<file path="config.mk">
export PLATFORM = sky130hd
export DESIGN_NAME = sync_fifo_ext
export DESIGN_NICKNAME = d
export VERILOG_FILES = /design/src/rtl/sync_fifo_ext.sv
export SDC_FILE = /design/constraint.sdc
export NUM_CORES = 1
export LEC_CHECK = 0
export CORE_ASPECT_RATIO = 1.75
export CORE_MARGIN = 4
export CORE_UTILIZATION = 40
export CTS_BUF_LIST = sky130_fd_sc_hd__clkbuf_8
export CTS_CLUSTER_SIZE = 12
export DETAILED_ROUTE_END_ITERATION = 8
export GPL_TIMING_DRIVEN = 0
export HOLD_SLACK_MARGIN = 0.03
export PLACE_DENSITY_LB_ADDON = 0.25
export SYNTH_ARGS = -nofsm -noshare
export SYNTH_HDL_FRONTEND = slang
export SYNTH_SLANG_ARGS = --single-unit
</file>
<file path="constraint.sdc">
create_clock -name clk -period 3.5 [get_ports clk]
set_input_delay 0.35 -clock clk [delete_from_list [all_inputs] [get_ports clk]]
set_output_delay 0.35 -clock clk [all_outputs]
set_load 0.005 [all_outputs]
</file>
<file path="src/rtl/sync_fifo_ext.sv">
// Single-clock FIFO with arbitrary depth, programmable thresholds, flush and sticky error flags.
// Optional macro SYNC_FIFO_FWFT_EN selects first-word-fall-through reads; undefined gives a registered read.
module sync_fifo_ext #(
  parameter int DATA_WIDTH    = 8,
  parameter int DEPTH         = 16,
  parameter int AFULL_THRESH  = DEPTH - 2,
  parameter int AEMPTY_THRESH = 2
) (
  input  logic                         clk,
  input  logic                         rst_n,
  input  logic                         flush,
  input  logic                         wr_en,
  input  logic [DATA_WIDTH-1:0]        wr_data,
  output logic                         full,
  output logic                         almost_full,
  input  logic                         rd_en,
  output logic [DATA_WIDTH-1:0]        rd_data,
  output logic                         rd_valid,
  output logic                         empty,
  output logic                         almost_empty,
  output logic [$clog2(DEPTH+1)-1:0]   count,
  output logic                         overflow,
  output logic                         underflow
);

  localparam int CW = $clog2(DEPTH + 1);
  localparam int PW = (DEPTH > 1) ? $clog2(DEPTH) : 1;

  logic [DATA_WIDTH-1:0] mem_r [DEPTH];
  logic [PW-1:0]         wr_ptr_r;
  logic [PW-1:0]         rd_ptr_r;
  logic [CW-1:0]         count_r;
  logic [CW-1:0]         count_next_s;
  logic                  full_r;
  logic                  empty_r;
  logic                  afull_r;
  logic                  aempty_r;
  logic                  ovf_r;
  logic                  unf_r;
  logic                  rd_acc_s;
  logic                  wr_acc_s;

  // Pointers wrap by explicit compare so non-power-of-two depths work.
  function automatic logic [PW-1:0] ptr_inc(input logic [PW-1:0] p);
    if (p == PW'(DEPTH - 1)) begin
      return {PW{1'b0}};
    end else begin
      return p + PW'(1);
    end
  endfunction

  // Accept decisions and next occupancy from the registered flags.
  always_comb begin
    rd_acc_s     = rd_en & ~empty_r;
    wr_acc_s     = wr_en & (~full_r | rd_acc_s);
    count_next_s = count_r;
    if (wr_acc_s && !rd_acc_s) begin
      count_next_s = count_r + CW'(1);
    end else if (rd_acc_s && !wr_acc_s) begin
      count_next_s = count_r - CW'(1);
    end else begin
      count_next_s = count_r;
    end
  end

  // Pointer, occupancy, flag and sticky-error registers.
  always_ff @(posedge clk) begin
    if (!rst_n || flush) begin
      wr_ptr_r <= {PW{1'b0}};
      rd_ptr_r <= {PW{1'b0}};
      count_r  <= {CW{1'b0}};
      full_r   <= 1'b0;
      empty_r  <= 1'b1;
      afull_r  <= 1'b0;
      aempty_r <= 1'b1;
      ovf_r    <= 1'b0;
      unf_r    <= 1'b0;
    end else begin
      if (wr_acc_s) begin
        wr_ptr_r <= ptr_inc(wr_ptr_r);
      end
      if (rd_acc_s) begin
        rd_ptr_r <= ptr_inc(rd_ptr_r);
      end
      count_r  <= count_next_s;
      full_r   <= (count_next_s == CW'(DEPTH));
      empty_r  <= (count_next_s == {CW{1'b0}});
      afull_r  <= (count_next_s >= CW'(AFULL_THRESH));
      aempty_r <= (count_next_s <= CW'(AEMPTY_THRESH));
      ovf_r    <= ovf_r | (wr_en & ~wr_acc_s);
      unf_r    <= unf_r | (rd_en & ~rd_acc_s);
    end
  end

  // Storage array; contents deliberately survive reset and flush.
  always_ff @(posedge clk) begin
    if (rst_n && !flush && wr_acc_s) begin
      mem_r[wr_ptr_r] <= wr_data;
    end
  end

`ifdef SYNC_FIFO_FWFT_EN
  // Head word shown combinationally; rd_en only pops it.
  assign rd_data  = empty_r ? {DATA_WIDTH{1'b0}} : mem_r[rd_ptr_r];
  assign rd_valid = ~empty_r;
`else
  logic [DATA_WIDTH-1:0] rd_data_r;
  logic                  rd_valid_r;

  // Registered read: word appears one cycle after the accepted pop.
  always_ff @(posedge clk) begin
    if (!rst_n || flush) begin
      rd_data_r  <= {DATA_WIDTH{1'b0}};
      rd_valid_r <= 1'b0;
    end else if (rd_acc_s) begin
      rd_data_r  <= mem_r[rd_ptr_r];
      rd_valid_r <= 1'b1;
    end else begin
      rd_valid_r <= 1'b0;
    end
  end

  assign rd_data  = rd_data_r;
  assign rd_valid = rd_valid_r;
`endif

  assign count        = count_r;
  assign full         = full_r;
  assign empty        = empty_r;
  assign almost_full  = afull_r;
  assign almost_empty = aempty_r;
  assign overflow     = ovf_r;
  assign underflow    = unf_r;

endmodule

</file>
# Word level (Yosys, flattened, before mapping)
# Memories as Yosys holds them, arrays and structs flattened. A register that Yosys moved wholly into a read port is not among the register bits.
# Index checks and enable logic that the tools add are counted.
[word_totals]
ff_bits = 20
latch_bits = 0
mem_bits_rw = 128
rom_bits = 0
input_bits = 13
output_inout_bits = 20
wordCells = 48
memories = 1
[classes]
n_addsub = 4
multipliers = 0
div = 0
magnitude_cmp = 2
n_eq_ne = 3
n_shift = 0
n_mux = 7
bitwise = 11
n_reduce_logical = 10
[mem_list]
columns = ["memory", "words", "width", "rd", "rd_ports_with_merged_regs", "wr", "line", "rtl"]
rows = [
  ["mem_r", 16, 8, 1, 1, 1, "29", "logic [DATA_WIDTH-1:0] mem_r [DEPTH];"],
]
[op_table]
columns = ["operator", "count"]
rows = [
  ["5-bit 2-to-1 mux", 2],
  ["4-bit by 1-bit adder with 4-bit output, second input constant", 2],
  ["4-bit == test, second input constant", 2],
  ["4-bit 2-to-1 mux", 2],
  ["5-bit by 1-bit adder with 5-bit output, second input constant", 1],
  ["5-bit == test, second input constant", 1],
  ["5-bit by 4-bit greater-or-equal comparator with 1-bit output, second input constant", 1],
  ["5-bit by 2-bit less-or-equal comparator with 1-bit output, second input constant", 1],
  ["5-bit zero test", 1],
  ["5-bit by 1-bit subtractor with 5-bit output, second input constant", 1],
  ["1-bit AND", 4],
  ["1-bit logical AND", 4],
  ["1-bit zero test", 4],
  ["1-bit NOT", 4],
  ["1-bit 2-to-1 mux", 3],
  ["1-bit OR", 3],
  ["1-bit logical OR", 1],
]

# Longest topological paths before layout
# Gate-level depths: netlist of the first run.
[logic_depth]
word_depth = 9
ltp_mapped = 7
ltp_nobuf = 7

# Least setup slack after synthesis of the first run
# No wires, ideal clock.
[synth_path]
kind = "input to register"
startpoint = "in rd_en"
endpoint = "mem mem_r[3][0] (enable)"
setup_time_ns = 0.383
arrival_time_ns = 2.023
required_ns = 3.117
path_slack_ns = 1.093
path_stages = 6
path_buffers = 1
path_cell_list = "or2b_1 -> clkbuf_1 -> a21boi_1 -> and2_1 -> nand2_1 -> nor3_1"
[synth_between]
elab_chain_cells = 6
[synth_rtl]
columns = ["element", "line", "rtl"]
rows = [
  ["start: declaration", "16", "input logic rd_en,"],
  ["1-bit AND", "54", "rd_acc_s = rd_en & ~empty_r;"],
  ["1-bit OR", "55", "wr_acc_s = wr_en & (~full_r | rd_acc_s);"],
  ["1-bit AND", "55", ""],
  ["1-bit logical AND", "97", "if (rst_n && !flush && wr_acc_s) begin"],
  ["1-bit 2-to-1 mux", "97", ""],
  ["1-bit 2-to-1 mux (not written as such)", "98", "mem_r[wr_ptr_r] <= wr_data;"],
  ["end: declaration", "29", ""],
]
# No other way between the ends.

# Worst setup path after layout of the first run
[layout_path]
startpoint = "in rd_en"
endpoint = "mem mem_r[0][5] (enable)"
# Same word-level chain as after synthesis.

==> impl_metrics.yaml, run 1 <==
route:
  ant_nets: 0
  residual_drc: 0
  wl_met1_um: 4856
  avgRoutedWirePerCell_um: 21.01
  top_layer_used: "met4"
  detail_route.wirelength_um: 12610
  detail_route.first_pass.iterations: 4
  vias: 3286
  drt_iter0_markers: 168
  viasPerCell: 5.477
  wl_met3_um: 419
  total_met2_wirelength_after_detailed_routing_um: 7043
final_layout:
  post_route_cells_drive_above_1_share_pct: 17.27
  layout_overhead_on_the_synthesized_area_pct: 15.08
  final_cell_area_um2: 7038
  diodes: 0
  nets: 424
clock_network:
  ctsHtreeMaxLevel: 4
  clock_buffers_created_by_tritoncts: 17
  post_cts_resized: 0
  tritoncts_clock_tree: "yes"
  cts_root_buf: "clkbuf_8"
  clock_insertion_delay_worst_skew_ps: 440
  clock_tree_buf_depth: 2
  numClockSinks: 156
  clk_transition_reported_paths_ps: 90
  cts-hold-fix-buffers: 0
  post_cts.repair.setup_buffers: 0
logic_synthesis:
  syn_area_um2: 6116
  synth.ff_latch_count: 156
  synth_seq_area_share_pct: 72.01
  synthCells: 353
  asyncSetResetFlopFracSynth_pct: 0
  ys.flop_type: "edfxtp_1"
  synthesis.area_per_instance_um2: 17.33
  yosysUniqueCellTypes: 42
  syn-num-nets: 373
  synth_edf_count: 128
  ys_warn_count: 0
worst_setup_path:
  critical_path_arrival_ps: 3250
  capturing_element_type_of_the_critical_path: "flop"
  timing_worst_setup_path_type: "input pin to flop"
  timing.critical_path.required_ps: 3550
  critical_path_peak_fanout: 10
  timing.critical_path.from_type: "input pin"
placement:
  preCtsSetupSlack_ps: -216.9
  hpwl_um: 8710
  gpl.final_weighted_congestion: 0.8166
  io_buffers: 32
  post_dp_cell_area_um2: 6665
power:
  total_leakage_power_nw: 2.177
  netSwitchingPower_mw: 0.7667
  ir_worst_vdd_mv: 0.2371
  pwr_density_cell_nw_per_um2: 482.8
  internal-power_mw: 2.631
  power_frac_clock_pct: 37.2
  power.total_mw: 3.398
  power.share.sequential_pct: 59.4
  switching_share_pct: 22.56
  pwr-share-comb_pct: 3.4
floorplanning:
  design.die.area_um2: 17410
  initial_core_util_pct: 41.01
  die-height_um: 171.6
  row_count: 59
  core_region_area_um2: 14910
  boundary_pin_count: 33
  die_w_um: 101.5
sta:
  timing.final.crit_period_ps: 3203
  setup_tns_ps: 0
  grt_setup_unrepaired: "false"
  maxClockFrequency_mhz: 312.2
  setup_ws_ps: 296.8
  fin_worst_skew_ps: 15.58
  tightestPinTransition_ps: 1311
  slew_hr_pct: 11.95
  finalHoldWorstSlack_ps: 480.2
  slew_viol_final: 0
  setup_viol: 0
  final_min_period_over_clock_period_pct: 91.52
  report.final.hold_viol_count: 0
global_routing:
  first_global_vias: 3480
  grt_first_pass_wirelength_um: 19560
  grt_overflow: 0
  grt_start_max_net_pins: 17
  number_of_antenna_violations_at_the_first_check_in_global_routing: 0
  globalRouteTotalUtil_pct: 15.70
flow_run:
  max_cap_violations: 0
hold_path:
  hold_removal_path_class: "flop to flop"
outcome:
  outcome: "finished, final reports clean"
## cells by family (layout without fill, tap and decap cells)
logic type                 Yosys count  count (layout)  share of synthesized area [%]
AOI/OAI and AO/OA                   48              48                          5.627
muxes                               33              33                          11.95
and+or+nand+nor                     85              85                          7.120
buffers and inverters               20              84                          1.289
adders and majority gates            7               7                          1.432
xor gates and xnor gates             4               4                         0.5729
DFF                                156             156                          72.01
## per-stage QoR
| stage | cells | util (%) |
|---|---|---|
| after CTS | 600 | 47.20 |
| final | 600 | 47.20 |
| after global routing | 600 | 47.20 |
| after global placement | 568 | 44.70 |
| after floorplan | 353 | - |
| after detailed placement | 568 | 44.70 |
## layout make-up
type	instances	area, um2
fillers	1279	7874
flip-flops and latches	156	4404
multi-input cells	177	1633
repair buffers	32	320.3
clock buffers	17	234.0
well taps	183	229.0
clock inverters	15	138.9
plain buffers	16	63.81
inverters	4	15.01
## critical path: stages
cell             delay, ps
clkdlybuf4s50_1        510
or2b_1                 230
clkbuf_1               230
a21boi_1               450
and2_1                 260
nand2_1                180
nor3_1                1030
## worst paths after layout
check	endpoint	slack, ps	depth (start not counted)	startpoint
worst min-delay path	rd_data[6]	480	1	rd_data[6]
worst max-delay path	mem_r[0][5]	300	7	rd_en
worst min register to register	rd_data[6]	480	1	rd_data[6]
worst max register to register	mem_r[0][5]	370	6	empty
## cell usage in the layout, fill, tap and decap left out, types with 2 or more instances in the layout
master and count:
and2_1 4, buf_2 3, or4_1 2, clkdlybuf4s50_1 32, a22oi_1 16, inv_6 5
nor4b_1 2, nor3b_1 2, a22o_1 8, edfxtp_1 128, ha_1 7, xor2_1 2
o21ai_0 4, clkbuf_1 8, mux4_2 32, dfxtp_1 28, buf_1 5, a31oi_1 3
inv_1 4, nor2_1 27, nor3_1 6, nand2b_1 4, nand2_1 22, clkinv_4 3
a21oi_1 10, nor2b_1 6, clkinvlp_4 4, clkbuf_8 17, xnor2_1 2
## power groups by stage
stage	Sequential [mW]	Combinational [mW]	Clock [mW]
2_1_floorplan	2.06	0.0524	0
3_3_place_gp	2.06	0.114	0
3_5_place_dp	2.06	0.118	0
4_1_cts	2.02	0.119	1.29
5_1_grt	2.02	0.128	1.37
6_report	2.02	0.116	1.26
## cells in the mapped netlist, drive strengths merged, types with 2 or more instances
library cell | instances | area, um2
edfxtp | 128 | 3844
mux4 | 32 | 720.7
dfxtp | 28 | 560.5
nor2 | 27 | 101.4
nand2 | 22 | 82.58
a22oi | 16 | 120.1
a21oi | 10 | 50.05
a22o | 8 | 70.07
buf | 8 | 33.78
clkbuf | 8 | 30.03
ha | 7 | 87.58
nor2b | 6 | 37.54
nor3 | 6 | 30.03
and2 | 4 | 25.02
inv | 4 | 15.01
nand2b | 4 | 25.02
o21ai | 4 | 20.02
a31oi | 3 | 18.77
or4 | 3 | 26.27
and3 | 2 | 17.52
nor3b | 2 | 15.01
nor4b | 2 | 17.52
xnor2 | 2 | 17.52
xor2 | 2 | 17.52
## layer usage
layer,vias to the layer above,track usage [%]
met1,1680,17.79
li1,1501,-
met5,-,0
met2,87,28.02
met3,18,3.328
met4,0,6.944
## registers in the layout, indices dropped and copies added, names as in the netlist
signal and cells:
underflow 1, almost_full 1, empty 1, wr_ptr_r 4, rd_valid 1, almost_empty 1, rd_ptr_r 4, count 5
full 1, overflow 1, rd_data 8, mem_r 128
(Power assumes the default switching activity.)
==> inputs of run 2 (changes only) <==
--- a/config.mk
+++ b/config.mk
@@ -5,8 +5,6 @@
 export SDC_FILE = /design/constraint.sdc
 export NUM_CORES = 1
 export LEC_CHECK = 0
-export CORE_ASPECT_RATIO = 1.75
-export CORE_MARGIN = 4
 export CORE_UTILIZATION = 40
 export CTS_BUF_LIST = sky130_fd_sc_hd__clkbuf_8
 export CTS_CLUSTER_SIZE = 12
==> run 2 against run 1 <==
  * The flow now finishes with violations (DRC)
  * Critical endpoint is now mem_r[1][6]
  * Combinational power is 4% lower
  * Utilization is 1.0 points higher
  * Via count is 1.7% lower
==> impl_metrics.yaml, run 2 (synthesized netlist as in run 1, its figures left out) <==
route:
  drt_iter0_markers: 212
  avgRoutedWirePerCell_um: 19.98
  residual_drc: 2
  detail_route.wirelength_um: 12010
  ant_nets: 0
  viasPerCell: 5.374
  vias: 3230
  detail_route.first_pass.iterations: 7
final_layout:
  diodes: 0
  layout.cells.most_common_list: "edfxtp_1, mux4_2, clkdlybuf4s50_1, dfxtp_1, nor2_1"
  largest_register_ffs: 128
  finish.cell_count_without_fillers: 601
  post_route_cells_drive_above_1_share_pct: 17.27
  layout_overhead_on_the_synthesized_area_pct: 15.92
  largest_register: "mem_r"
  mostFrequentLayoutCell: "edfxtp_1"
  nets: 424
global_routing:
  grt_overflow: 0
  grt_start_max_net_pins: 17
  first_global_vias: 3290
  number_of_antenna_violations_at_the_first_check_in_global_routing: 0
  grt_first_pass_wirelength_um: 18830
  globalRouteTotalUtil_pct: 16.67
worst_setup_path:
  cp_slowest_stage_delay_ps: 910
  timing_worst_setup_path_type: "input pin to flop"
  timing.critical_path.required_ps: 3570
  critical_path_peak_fanout: 10
  regToRegStartpoint: "empty"
  worstPathCellList: "clkdlybuf4s50_1 -> or2b_1 -> clkbuf_1 -> a21boi_1 -> and2_1 -> nand2_1 -> nor3_1"
  capturing_element_type_of_the_critical_path: "flop"
  slowest_stage: "nor3_1"
  critical_path_arrival_ps: 3190
  crit_start: "rd_en"
  timing.critical_path.from_type: "input pin"
flow_run:
  max_cap_violations: 0
floorplanning:
  core_region_area_um2: 14700
  design.die.area_um2: 15790
  die-height_um: 125.7
  die_w_um: 125.7
  row_count: 44
  boundary_pin_count: 33
  initial_core_util_pct: 41.61
placement:
  gpl.final_weighted_congestion: 0.7768
  hpwl_um: 7743
  io_buffers: 32
  number_of_cells_after_detailed_placement: 569
sta:
  report.final.hold_viol_count: 0
  slew_hr_pct: 21.86
  fin_worst_skew_ps: 10.17
  maxClockFrequency_mhz: 320.4
  tightestPinTransition_ps: 1163
  grt_setup_unrepaired: "false"
  setup_viol: 0
  slew_viol_final: 0
  timing.final.crit_period_ps: 3121
  final_min_period_over_clock_period_pct: 89.18
clock_network:
  post_cts.repair.setup_buffers: 0
  clock_buffers_created_by_tritoncts: 17
  numClockSinks: 156
  clk_transition_reported_paths_ps: 80
  cts-hold-fix-buffers: 0
  cts_root_buf: "clkbuf_8"
  post_cts_resized: 0
  ctsHtreeMaxLevel: 4
  clock_tree_buf_depth: 2
  clock_insertion_delay_worst_skew_ps: 450
  tritoncts_clock_tree: "yes"
power:
  total_leakage_power_nw: 2.212
  power_frac_clock_pct: 40.0
  power.share.sequential_pct: 56.9
  pwr_density_cell_nw_per_um2: 500.7
  pwr-share-comb_pct: 3.1
  switching_share_pct: 21.69
  netSwitchingPower_mw: 0.7699
  power.total_mw: 3.549
  internal-power_mw: 2.779
  ir_worst_vdd_mv: 0.3149
hold_path:
  hold_removal_path_class: "flop to flop"
  worstHoldStart: "rd_data[7]"
outcome:
  outcome: "finished with violations"
  failed_checks: "DRC"
==> run 2: final timing paths <==
path                  to  slack, ps  cells past startpoint
max          mem_r[1][6]        380                      7
min           rd_data[7]        480                      1
max reg2reg  mem_r[1][6]        460                      6
min reg2reg   rd_data[7]        480                      1
==> run 2: power groups by stage <==
stage	clock [mW]	sequential [mW]	combinational, mW
after global placement	0	2.06	0.109
after detailed placement	0	2.06	0.112
after global routing	1.52	2.02	0.124
after CTS	1.45	2.02	0.113
final	1.42	2.02	0.111
after floorplan	0	2.06	0.0524
==> run 2: worst max-delay path, delay by kind of cell <==
kind            cells  cell delay, ps
compound gates      1             490
buf+inv             2             770
simple gates        4            1580
==> run 2: area by class of cell <==
type | count | area (um2)
Tap cell | 184 | 230.2
Timing Repair Buffer | 32 | 320.3
Sequential cell | 156 | 4404
Inverter | 4 | 15.01
Multi-Input combinational cell | 177 | 1633
Clock buffer | 17 | 234.0
Fill cell | 1237 | 7610
Buffer | 16 | 63.81
Clock inverter | 15 | 188.9
==> run 2: through the flow <==
step	cell area (um2)	utilization, %	hold WS, ps	setup TNS [ps]	setup WS (ps)
2_1_floorplan	6116	-	448.9	0	1093
3_3_place_gp	6666	45.35	454.7	-1587	-61.20
3_5_place_dp	6666	45.35	470.8	-2656	-100.6
4_1_cts	7089	48.23	491.2	0	369.6
5_1_grt	7089	48.23	507.2	0	90.41
6_report	7089	48.23	483.6	0	378.7
==> run 2: metal layers <==
metal	GRT usage, %	up-vias	wire (um)
met1	22.18	1626	5385
met2	26.67	79	5936
met5	0	-	0
met3	3.696	17	491
li1	-	1508	-
met4	6.887	0	193
